<file path="src/rtl/unidade_relocacao.sv">
// ============================================================================
// Module   : unidade_relocacao
// Brief    : Two-stage base/limit address relocation with fault capture.
// Revision : 1.0 - initial release
// ============================================================================
`timescale 1ns/1ps
`default_nettype none

module unidade_relocacao #(
    parameter int PID_W    = 2,
    parameter int ADDR_W   = 9,
    parameter int DEF_SIZE = 64
) (
    input  logic              clock,
    input  logic              reset,
    input  logic              cfg_we,
    input  logic [PID_W-1:0]  cfg_id,
    input  logic [ADDR_W-1:0] cfg_base,
    input  logic [ADDR_W-1:0] cfg_limit,
    input  logic              in_valid,
    output logic              in_ready,
    input  logic [PID_W-1:0]  in_pid,
    input  logic [ADDR_W-1:0] in_addr,
    output logic              out_valid,
    input  logic              out_ready,
    output logic [ADDR_W-1:0] out_addr,
    output logic              out_fault,
    output logic              fault_flag,
    output logic [PID_W-1:0]  fault_pid,
    output logic [ADDR_W-1:0] fault_addr,
    output logic [7:0]        fault_count,
    input  logic              fault_clr
);

    localparam int N_PROC = 2**PID_W;

    logic [ADDR_W-1:0] base_q  [N_PROC];
    logic [ADDR_W-1:0] limit_q [N_PROC];

    logic              s1_valid_q;
    logic [PID_W-1:0]  s1_pid_q;
    logic [ADDR_W-1:0] s1_addr_q;
    logic [ADDR_W-1:0] s1_base_q;
    logic [ADDR_W-1:0] s1_limit_q;

    logic              s2_valid_q;
    logic [ADDR_W-1:0] s2_addr_q;
    logic              s2_fault_q;

    logic              flag_q, flag_d;
    logic [PID_W-1:0]  fpid_q, fpid_d;
    logic [ADDR_W-1:0] faddr_q, faddr_d;
    logic [7:0]        fcnt_q, fcnt_d;

    logic              s2_adv;
    logic              s1_adv;
    logic              accept;
    logic              load_s2;
    logic [ADDR_W:0]   sum;
    logic              fault_now;
    logic              capture;

    assign s2_adv    = !s2_valid_q | out_ready;
    assign s1_adv    = !s1_valid_q | s2_adv;
    assign accept    = in_valid & s1_adv;
    assign load_s2   = s1_valid_q & s2_adv;

    // Carry out of the ADDR_W-bit add means the partition wraps past memory top.
    assign sum       = {1'b0, s1_base_q} + {1'b0, s1_addr_q};
    assign fault_now = (s1_addr_q >= s1_limit_q) | sum[ADDR_W];
    assign capture   = load_s2 & fault_now;

    always_ff @(posedge clock or posedge reset) begin
        if (reset) begin
            for (int i = 0; i < N_PROC; i++) begin
                base_q[i]  <= ADDR_W'(i * DEF_SIZE);
                limit_q[i] <= ADDR_W'(DEF_SIZE);
            end
        end else if (cfg_we) begin
            base_q[cfg_id]  <= cfg_base;
            limit_q[cfg_id] <= cfg_limit;
        end
    end

    // Stage 1 samples the table before any same-edge config write lands.
    always_ff @(posedge clock or posedge reset) begin
        if (reset) begin
            s1_valid_q <= 1'b0;
            s1_pid_q   <= '0;
            s1_addr_q  <= '0;
            s1_base_q  <= '0;
            s1_limit_q <= '0;
        end else if (s1_adv) begin
            s1_valid_q <= in_valid;
            if (accept) begin
                s1_pid_q   <= in_pid;
                s1_addr_q  <= in_addr;
                s1_base_q  <= base_q[in_pid];
                s1_limit_q <= limit_q[in_pid];
            end
        end
    end

    always_ff @(posedge clock or posedge reset) begin
        if (reset) begin
            s2_valid_q <= 1'b0;
            s2_addr_q  <= '0;
            s2_fault_q <= 1'b0;
        end else if (s2_adv) begin
            s2_valid_q <= s1_valid_q;
            if (load_s2) begin
                s2_addr_q  <= fault_now ? '0 : sum[ADDR_W-1:0];
                s2_fault_q <= fault_now;
            end
        end
    end

    // A capture in the same cycle as a clear restarts the record with this fault.
    always_comb begin
        flag_d  = flag_q;
        fpid_d  = fpid_q;
        faddr_d = faddr_q;
        fcnt_d  = fcnt_q;
        if (fault_clr) begin
            flag_d  = 1'b0;
            fpid_d  = '0;
            faddr_d = '0;
            fcnt_d  = '0;
        end
        if (capture) begin
            if (!flag_q || fault_clr) begin
                flag_d  = 1'b1;
                fpid_d  = s1_pid_q;
                faddr_d = s1_addr_q;
            end
            if (fault_clr) begin
                fcnt_d = 8'd1;
            end else if (fcnt_q != 8'hFF) begin
                fcnt_d = fcnt_q + 8'd1;
            end
        end
    end

    always_ff @(posedge clock or posedge reset) begin
        if (reset) begin
            flag_q  <= 1'b0;
            fpid_q  <= '0;
            faddr_q <= '0;
            fcnt_q  <= '0;
        end else begin
            flag_q  <= flag_d;
            fpid_q  <= fpid_d;
            faddr_q <= faddr_d;
            fcnt_q  <= fcnt_d;
        end
    end

    assign in_ready    = s1_adv;
    assign out_valid   = s2_valid_q;
    assign out_addr    = s2_addr_q;
    assign out_fault   = s2_fault_q;
    assign fault_flag  = flag_q;
    assign fault_pid   = fpid_q;
    assign fault_addr  = faddr_q;
    assign fault_count = fcnt_q;

endmodule

`default_nettype wire
</file>
<file path="config.mk">
export PLATFORM = sky130hd
export DESIGN_NAME = unidade_relocacao
export DESIGN_NICKNAME = d
export VERILOG_FILES = /design/src/rtl/unidade_relocacao.sv
export SDC_FILE = /design/constraint.sdc
export NUM_CORES = 1
export LEC_CHECK = 0
export ABC_AREA = 1
export CORE_MARGIN = 2
export CORE_UTILIZATION = 40
export DETAILED_ROUTE_END_ITERATION = 10
export PLACE_DENSITY_LB_ADDON = 0.05
export SLEW_MARGIN = 40
export SYNTH_ARGS = -nofsm -noshare
export SYNTH_HDL_FRONTEND = slang
export SYNTH_SLANG_ARGS = --single-unit
</file>
<file path="constraint.sdc">
create_clock -name clock -period 4.35 [get_ports clock]
set_clock_uncertainty 0.1 [all_clocks]
set_input_delay 0.87 -clock clock [delete_from_list [all_inputs] [get_ports clock]]
set_output_delay 0.87 -clock clock [all_outputs]
set_load 0.01 [all_outputs]
</file>
Word-level counts from Yosys, hierarchy flattened
Cells that the tools add are included.
Storage, ports and cells
  word-level logic and storage cells: 66
  output and inout port bits: 32
  bits in registers: 133
Operators by class
  reductions and logical operators: 7
  muxes and demuxes: 24
  equality and inequality tests: 1
  bitwise logic cells: 8
  magnitude comparators: 4
  add/sub/neg operators: 2
Operators by type and width (count)
  $mux W9: 9
  $bwmux W36: 2
  $bmux W9 S2: 2
  $mux W8: 4
  $demux W9 S2: 1
  $add A9 B9 Y10: 1
  $ge A9 B9 Y1: 1
  $add A8 B1 Y8 const B: 1
  $ne A8 B8 Y1 const B: 1
  $ge A3 B3 Y1 const B: 2
  $mux W2: 3
  $not A2 Y3: 2
  $reduce_and A2 Y1: 2
  $and A1 B1 Y1: 3
  $logic_not A1 Y1: 3
  $lt A3 B1 Y1 const B: 1
  $mux W1: 3
  $or A1 B1 Y1: 3
  $logic_and A1 B1 Y1: 1
  $logic_or A1 B1 Y1: 1

Depth between registers and ports, before layout
Gate-level depths: netlist of the first run.
  word-level depth: 6
  mapped depth: 12

Worst setup path after synthesis of the first run
Ideal clock, no wire load.
  path kind: input to output
  start: input out_ready
  end: output in_ready
  arrival time: 1.054 ns
  data required time: 3.380 ns
  slack: 2.326 ns
  path buffers: 0
  stages on the path: 2
  cells stage by stage: inv_1 > nand3_1
On the way
  longest elaborated chain between the ends: 2
Ends and longest elaborated chain
  start, declared: RTL line 25  | input logic out_ready,
  $or A1 B1 Y1: RTL line 63  | assign s2_adv = !s2_valid_q | out_ready;
  $or A1 B1 Y1: RTL line 64  | assign s1_adv = !s1_valid_q | s2_adv;
  end, declared: RTL line 21  | output logic in_ready,
No other way between the ends.

Final worst setup path of the first run
Ends and elaborated chain as after synthesis.

==> flow_metrics.py, run 1 <==
metrics = {
    "yosys": {
        "synth.avg_cell_area_sq_um": 7.89,
        "synthCells": 832,
        "netlist_area_sq_um": 6560,
        "ys_warn_count": 0,
        "synth_seq_area_share": 0.509,
        "synth-compound-area-share": 0.131,
        "synth_top_family_by_area": "simple AND/OR/NAND/NOR gates",
        "ys_seq_elements": 133,
        "synthesis.nets": 889,
        "synth-xor-area-share": 0.00667,
        "yosys.area_share.simple": 0.237,
        "synth_fa_ha_area_frac": 0.0393,
        "synth.distinct_cells": 31,
        "synth_mux_area_frac": 0,
    },
    "floorplan": {
        "dieArea_sq_um": 17500,
        "num_io_pins": 69,
        "start_util": 0.412,
        "die_height_microns": 132,
        "rows": 46,
        "die_x_microns": 132,
        "core_area_sq_um": 15900,
    },
    "cts": {
        "cts_tree": "done",
        "clock_sinks": 133,
        "insertion_delay_ns": 0.41,
        "cts_resized": 0,
        "hold_buffers": 0,
        "cts_root_buf": "clkbuf_16",
        "cts_max_level": 4,
        "cts_buffer_depth": 2,
        "cts_setup_buffers": 0,
        "numCtsBuffers": 17,
        "clk_pin_slew_ns": 0.05,
    },
    "setup_path": {
        "end_kind": "output pin",
        "r2r_cells": 10,
        "cpMostUsedCell": "clkdlybuf4s50_1",
        "cp.buffers_inverters": 3,
        "crit_chain": "clkdlybuf4s50_1, inv_1, nand3_1, clkdlybuf4s50_1",
        "critPathSlowestCell": "clkdlybuf4s50_1",
        "crit_cells": 4,
        "crit_type": "input pin to output pin",
        "cp_data_arrival_time_ns": 2.03,
        "critical_path_peak_fanout": 3,
        "slowest_delay_ns": 0.55,
        "critical-path-top-delay-family": "buffers and inverters",
        "startpoint_type": "input pin",
        "critPathRequiredTime_ns": 3.38,
    },
    "global_route": {
        "grt_antenna_before_repair": 0,
        "grt_use_met2": 0.304,
        "grt_max_degree": 134,
        "use_met1": 0.256,
        "top_usage_layer": "met2",
        "grt_pass1_vias": 5257,
        "gr-usage-met3": 0.0342,
        "gr-total-overflow": 0,
        "grt_pass1_wl_mm": 26.3,
        "track_usage": 0.188,
    },
    "finish": {
        "final_cell_mix": "nand2_1 (247), o21ai_0 (137), dfrtp_1 (125)",
        "insertedDiodeCount": 0,
        "areaGrowthSynthToFinish_pct": 21.2,
        "stdcell_count": 1119,
        "layout_commonest_cell": "nand2_1",
        "fill_cells": 1592,
        "final_area_sq_um": 7960,
        "nets": 947,
        "layout-drive-gt1-share": 0.0631,
    },
    "routing": {
        "drt_iter0_drc": 313,
        "drt-total-wl_mm": 15.6,
        "via_per_inst": 4.88,
        "wire_per_inst_microns": 14.0,
        "vias": 5464,
        "drt_first_pass_iters": 6,
        "ant_nets": 0,
        "drcViolationCount": 0,
    },
    "placed_design": {
        "gp_congestion": 0.782,
        "port_buffers": 68,
        "place_hpwl_mm": 10.3,
        "placed_cell_area_sq_um": 7400,
        "place_inst": 1087,
    },
    "pwr": {
        "powerDensity_nw_per_um2": 502,
        "ir_drop_uv": 301,
        "leakage_nw": 3.88,
    },
    "min_path": {
        "min_path_cells": 2,
        "hold_path_class": "flip-flop to flip-flop",
    },
    "sta": {
        "finalSetupTns_ns": 0,
        "period_minus_slack_ns": 3.00,
        "hold_slack_ns": 0.375,
        "rsz0062_at_grt": "no",
        "fin_crit_sh": 0.689,
        "setup-violations-final": 0,
        "slew_viol_final": 0,
        "max_freq_mhz": 334,
        "tightest_slew_ns": 0.743,
        "finalHoldViolations": 0,
        "slew_headroom": 0.505,
    },
    "outcome": {
        "outcome": "finished, final reports clean",
    },
    "run": {
        "maxCapViolations": 0,
    },
}
## sequential cells by signal, indices dropped and copies added, names as in the netlist, 2 cells and up
register     flops
base_q          36
fault_addr       9
fault_count      8
fault_pid        2
limit_q         36
out_addr         9
s1_addr_q        9
s1_base_q        9
s1_limit_q       9
s1_pid_q         2
## area by class of cell
class / count / area (sq um) / area share
Multi-Input combinational cell: 577 / 2720 / 0.342
Timing Repair Buffer: 76 / 753 / 0.0947
Inverter: 85 / 323 / 0.0406
Clock buffer: 22 / 474 / 0.0596
Clock inverter: 10 / 80.1 / 0.0101
Sequential cell: 133 / 3340 / 0.419
Tap cell: 216 / 270 / 0.0340
## cell families after synthesis
logic type | Yosys count
simple gates | 386
flops | 133
fa+ha+maj | 20
compound gates | 166
xor+xnor | 5
buf+inv | 122
## stage by stage
stage               power [mW]  utilization  worst slack, ns
finish                    3.99        0.499             1.35
global route              4.27        0.499             1.29
CTS                       4.05        0.499             1.36
detailed placement        2.69        0.464             1.27
global placement          2.66        0.464             1.33
floorplan                 2.32            -             1.74
## where the power goes
part / switching, mW / internal [mW] / total [mW] / leakage (nW)
registers: 0.152 / 1.49 / 1.64 / 1.66
logic: 0.576 / 0.440 / 1.02 / 1.94
clock network: 0.516 / 0.823 / 1.34 / 0.275
## cells in the mapped netlist, drive strengths merged
| cell type | instances | area share |
|---|---|---|
| nand2 | 250 | 0.14 |
| xor2 | 2 | 0.0027 |
| o21ai | 137 | 0.10 |
| o22ai | 12 | 0.011 |
| clkbuf | 19 | 0.011 |
| nand3b | 4 | 0.0046 |
| or2 | 2 | 0.0019 |
| buf | 18 | 0.018 |
| fa | 1 | 0.0031 |
| a21oi | 9 | 0.0074 |
| nand4 | 4 | 0.0038 |
| dfstp | 8 | 0.032 |
| nand3 | 32 | 0.026 |
| a31oi | 7 | 0.0067 |
| inv | 85 | 0.049 |
| nor2 | 94 | 0.056 |
| dfrtp | 125 | 0.48 |
| ha | 19 | 0.036 |
| a21o | 1 | 0.0011 |
| xnor2 | 3 | 0.0040 |
## worst reg2reg max path, delay by kind of cell, from the launching register on
| kind | cells | cell delay (ns) |
|---|---|---|
| simple gates | 8 | 1.07 |
| flops | 1 | 0.43 |
| fa+ha+maj | 1 | 0.40 |
| compound gates | 1 | 0.13 |
## per-layer routing
layer,share of wire,vias up,wire length [microns]
li1,-,2773,-
met1,0.49,2568,7670
met2,0.46,105,7200
met3,0.033,18,514
met4,0.015,0,235
met5,0,-,0
## final timing paths
kind | start | endpoint | slack, ns
setup reg to reg | s1_addr_q[4]$_DFFE_PP0P_ | fault_count[6]$_DFF_PP0_ | 2.16
hold reg to reg | out_addr[5]$_DFFE_PP0P_ | out_addr[5]$_DFFE_PP0P_ | 0.38
setup / recovery | out_ready | in_ready | 1.35
hold / removal | out_addr[5]$_DFFE_PP0P_ | out_addr[5]$_DFFE_PP0P_ | 0.38
min in group asynchronous | reset | out_addr[3]$_DFFE_PP0P_ | 0.88
max in group asynchronous | reset | fault_count[0]$_DFF_PP0_ | 2.69
Note: power is estimated with default switching activity, not from simulation.
==> inputs of run 2 (changes only) <==
- clock period: 4.35 -> 3.1 ns (I/O delays scaled with it)
==> run 2 against run 1 <==
Effect of this change:
- worst hold slack worse by 0.00077 ns
- count of clock-buffer cells in the layout up 2
- highest routed layer unchanged
- critical path depth unchanged
- via count down 0.40%
- clock power up 49%
- global-route usage up 0.40 points
- cell area up 1.2%
- sequential cell count unchanged
- core utilization up 0.58 points
- largest power group unchanged
- sequential share of layout area down 0.48 points
- non-clock buffer count up 6
- die area unchanged
==> flow_metrics.py, run 2 (synthesis gave the netlist of run 1 again) <==
metrics = {
    "outcome": {
        "outcome": "finished, final reports clean",
    },
    "finish": {
        "regArea_sq_um": 3340,
        "utilization": 0.505,
        "final_cell_mix": "nand2_1 (247), o21ai_0 (137), dfrtp_1 (125)",
        "layout_commonest_cell": "nand2_1",
        "stdcell_count": 1125,
        "insertedDiodeCount": 0,
        "multi_input_area_sq_um": 2720,
        "layout-drive-gt1-share": 0.0682,
        "nets": 953,
        "top_regs": "base_q (36), limit_q (36)",
        "areaGrowthSynthToFinish_pct": 22.6,
        "fill_cells": 1581,
    },
    "sta": {
        "tightest_slew_ns": 0.599,
        "slew_viol_final": 0,
        "slew_headroom": 0.600,
        "period_minus_slack_ns": 2.49,
        "setup-violations-final": 0,
        "finalSetupTns_ns": 0,
        "finalHoldViolations": 0,
        "rsz0062_at_grt": "no",
        "fin_crit_sh": 0.802,
        "max_freq_mhz": 402,
    },
    "global_route": {
        "track_usage": 0.192,
        "grt_use_met2": 0.307,
        "grt_antenna_before_repair": 0,
        "top_usage_layer": "met2",
        "use_met1": 0.260,
        "grt_pass1_vias": 5192,
        "gr-total-overflow": 0,
        "grt_pass1_wl_mm": 26.7,
        "gr-usage-met3": 0.0408,
        "grt_max_degree": 67,
    },
    "pwr": {
        "ir_drop_uv": 397,
        "p_int_mw": 3.98,
        "leakage_nw": 3.92,
        "power_frac_seq": 0.402,
        "netSwitchingFraction": 0.307,
        "powerDensity_nw_per_um2": 713,
        "p_comb_frac": 0.250,
        "p_sw_mw": 1.76,
        "pwr-share-clk": 0.348,
    },
    "cts": {
        "cts_max_level": 4,
        "numCtsBuffers": 17,
        "hold_buffers": 0,
        "cts_setup_buffers": 0,
        "clock_sinks": 133,
        "cts_buffer_depth": 2,
        "cts_resized": 0,
        "clk_pin_slew_ns": 0.05,
        "cts_root_buf": "clkbuf_16",
        "insertion_delay_ns": 0.42,
        "cts_tree": "done",
    },
    "routing": {
        "via_per_inst": 4.84,
        "drcViolationCount": 0,
        "ant_nets": 0,
        "wire_per_inst_microns": 13.9,
        "drt-total-wl_mm": 15.6,
        "drt_first_pass_iters": 5,
        "vias": 5442,
        "drt_iter0_drc": 389,
    },
    "min_path": {
        "hold_path_class": "flip-flop to flip-flop",
        "min_path_cells": 2,
    },
    "floorplan": {
        "dieArea_sq_um": 17500,
        "rows": 46,
        "num_io_pins": 69,
        "die_height_microns": 132,
        "start_util": 0.412,
        "core_area_sq_um": 15900,
        "die_x_microns": 132,
    },
    "setup_path": {
        "rrSetupSlack_ns": 0.87,
        "startpoint_type": "input pin",
        "cp_data_arrival_time_ns": 1.77,
        "crit_type": "input pin to output pin",
        "r2r_cells": 10,
        "critical_path_peak_fanout": 3,
        "critPathRequiredTime_ns": 2.38,
        "end_kind": "output pin",
    },
    "placed_design": {
        "place_inst": 1093,
        "port_buffers": 68,
        "place_hpwl_mm": 10.4,
        "gp_congestion": 0.797,
    },
    "run": {
        "maxCapViolations": 0,
    },
}
## run 2: cell types whose count changed in the layout (fill, tap and decap cells not counted)
cell	delta
clkinv_2	-4
buf_4	+5
bufinv_16	+1
clkinvlp_4	+1
clkbuf_8	+1
buf_12	+1
clkbuf_1	+1
## run 2: per-stage QoR
| step | cell area, sq um | worst slack (ns) | power (mW) | hold WS (ns) |
|---|---|---|---|---|
| 6_report | 8050 | 0.614 | 5.74 | 0.375 |
| 5_1_grt | 8050 | 0.550 | 6.13 | 0.377 |
| 4_1_cts | 8050 | 0.609 | 5.81 | 0.365 |
| 3_5_place_dp | 7460 | 0.606 | 3.79 | 0.366 |
| 3_3_place_gp | 7460 | 0.618 | 3.76 | 0.359 |
| 2_1_floorplan | 6570 | 0.735 | 3.25 | 0.348 |
## run 2: layer usage
layer | routed length [microns] | share of wire
met5 | 0 | 0
met1 | 7500 | 0.48
met2 | 7290 | 0.47
met4 | 243 | 0.016
met3 | 586 | 0.038
## run 2: critical path, stage by stage
cell and delay, ns:
clkdlybuf4s50_1 0.45, inv_1 0.05, nand3_1 0.10, clkdlybuf4s50_1 0.55
## run 2: worst paths after layout
kind,to,start
worst min-delay path,out_addr[3]$_DFFE_PP0P_,out_addr[3]$_DFFE_PP0P_
max in group asynchronous,base_q[16]$_DFFE_PP1P_,reset
worst min register to register,out_addr[3]$_DFFE_PP0P_,out_addr[3]$_DFFE_PP0P_
worst max-delay path,in_ready,out_ready
worst max register to register,fault_addr[2]$_DFF_PP0_,s1_addr_q[4]$_DFFE_PP0P_
min in group asynchronous,out_addr[5]$_DFFE_PP0P_,reset
## run 2: power by group through the flow
stage	Sequential (mW)	Combinational, mW	Clock (mW)
6_report	2.31	1.44	2.00
5_1_grt	2.36	1.65	2.13
4_1_cts	2.31	1.46	2.04
3_5_place_dp	2.34	1.45	0
3_3_place_gp	2.33	1.43	0
2_1_floorplan	2.32	0.930	0
## run 2: area by class of cell
cell class / count / share of cell area
Clock buffer: 24 / 0.0611
Clock inverter: 8 / 0.0121
Inverter: 85 / 0.0401
Multi-Input combinational cell: 577 / 0.338
Sequential cell: 133 / 0.415
Tap cell: 216 / 0.0336
Timing Repair Buffer: 82 / 0.101
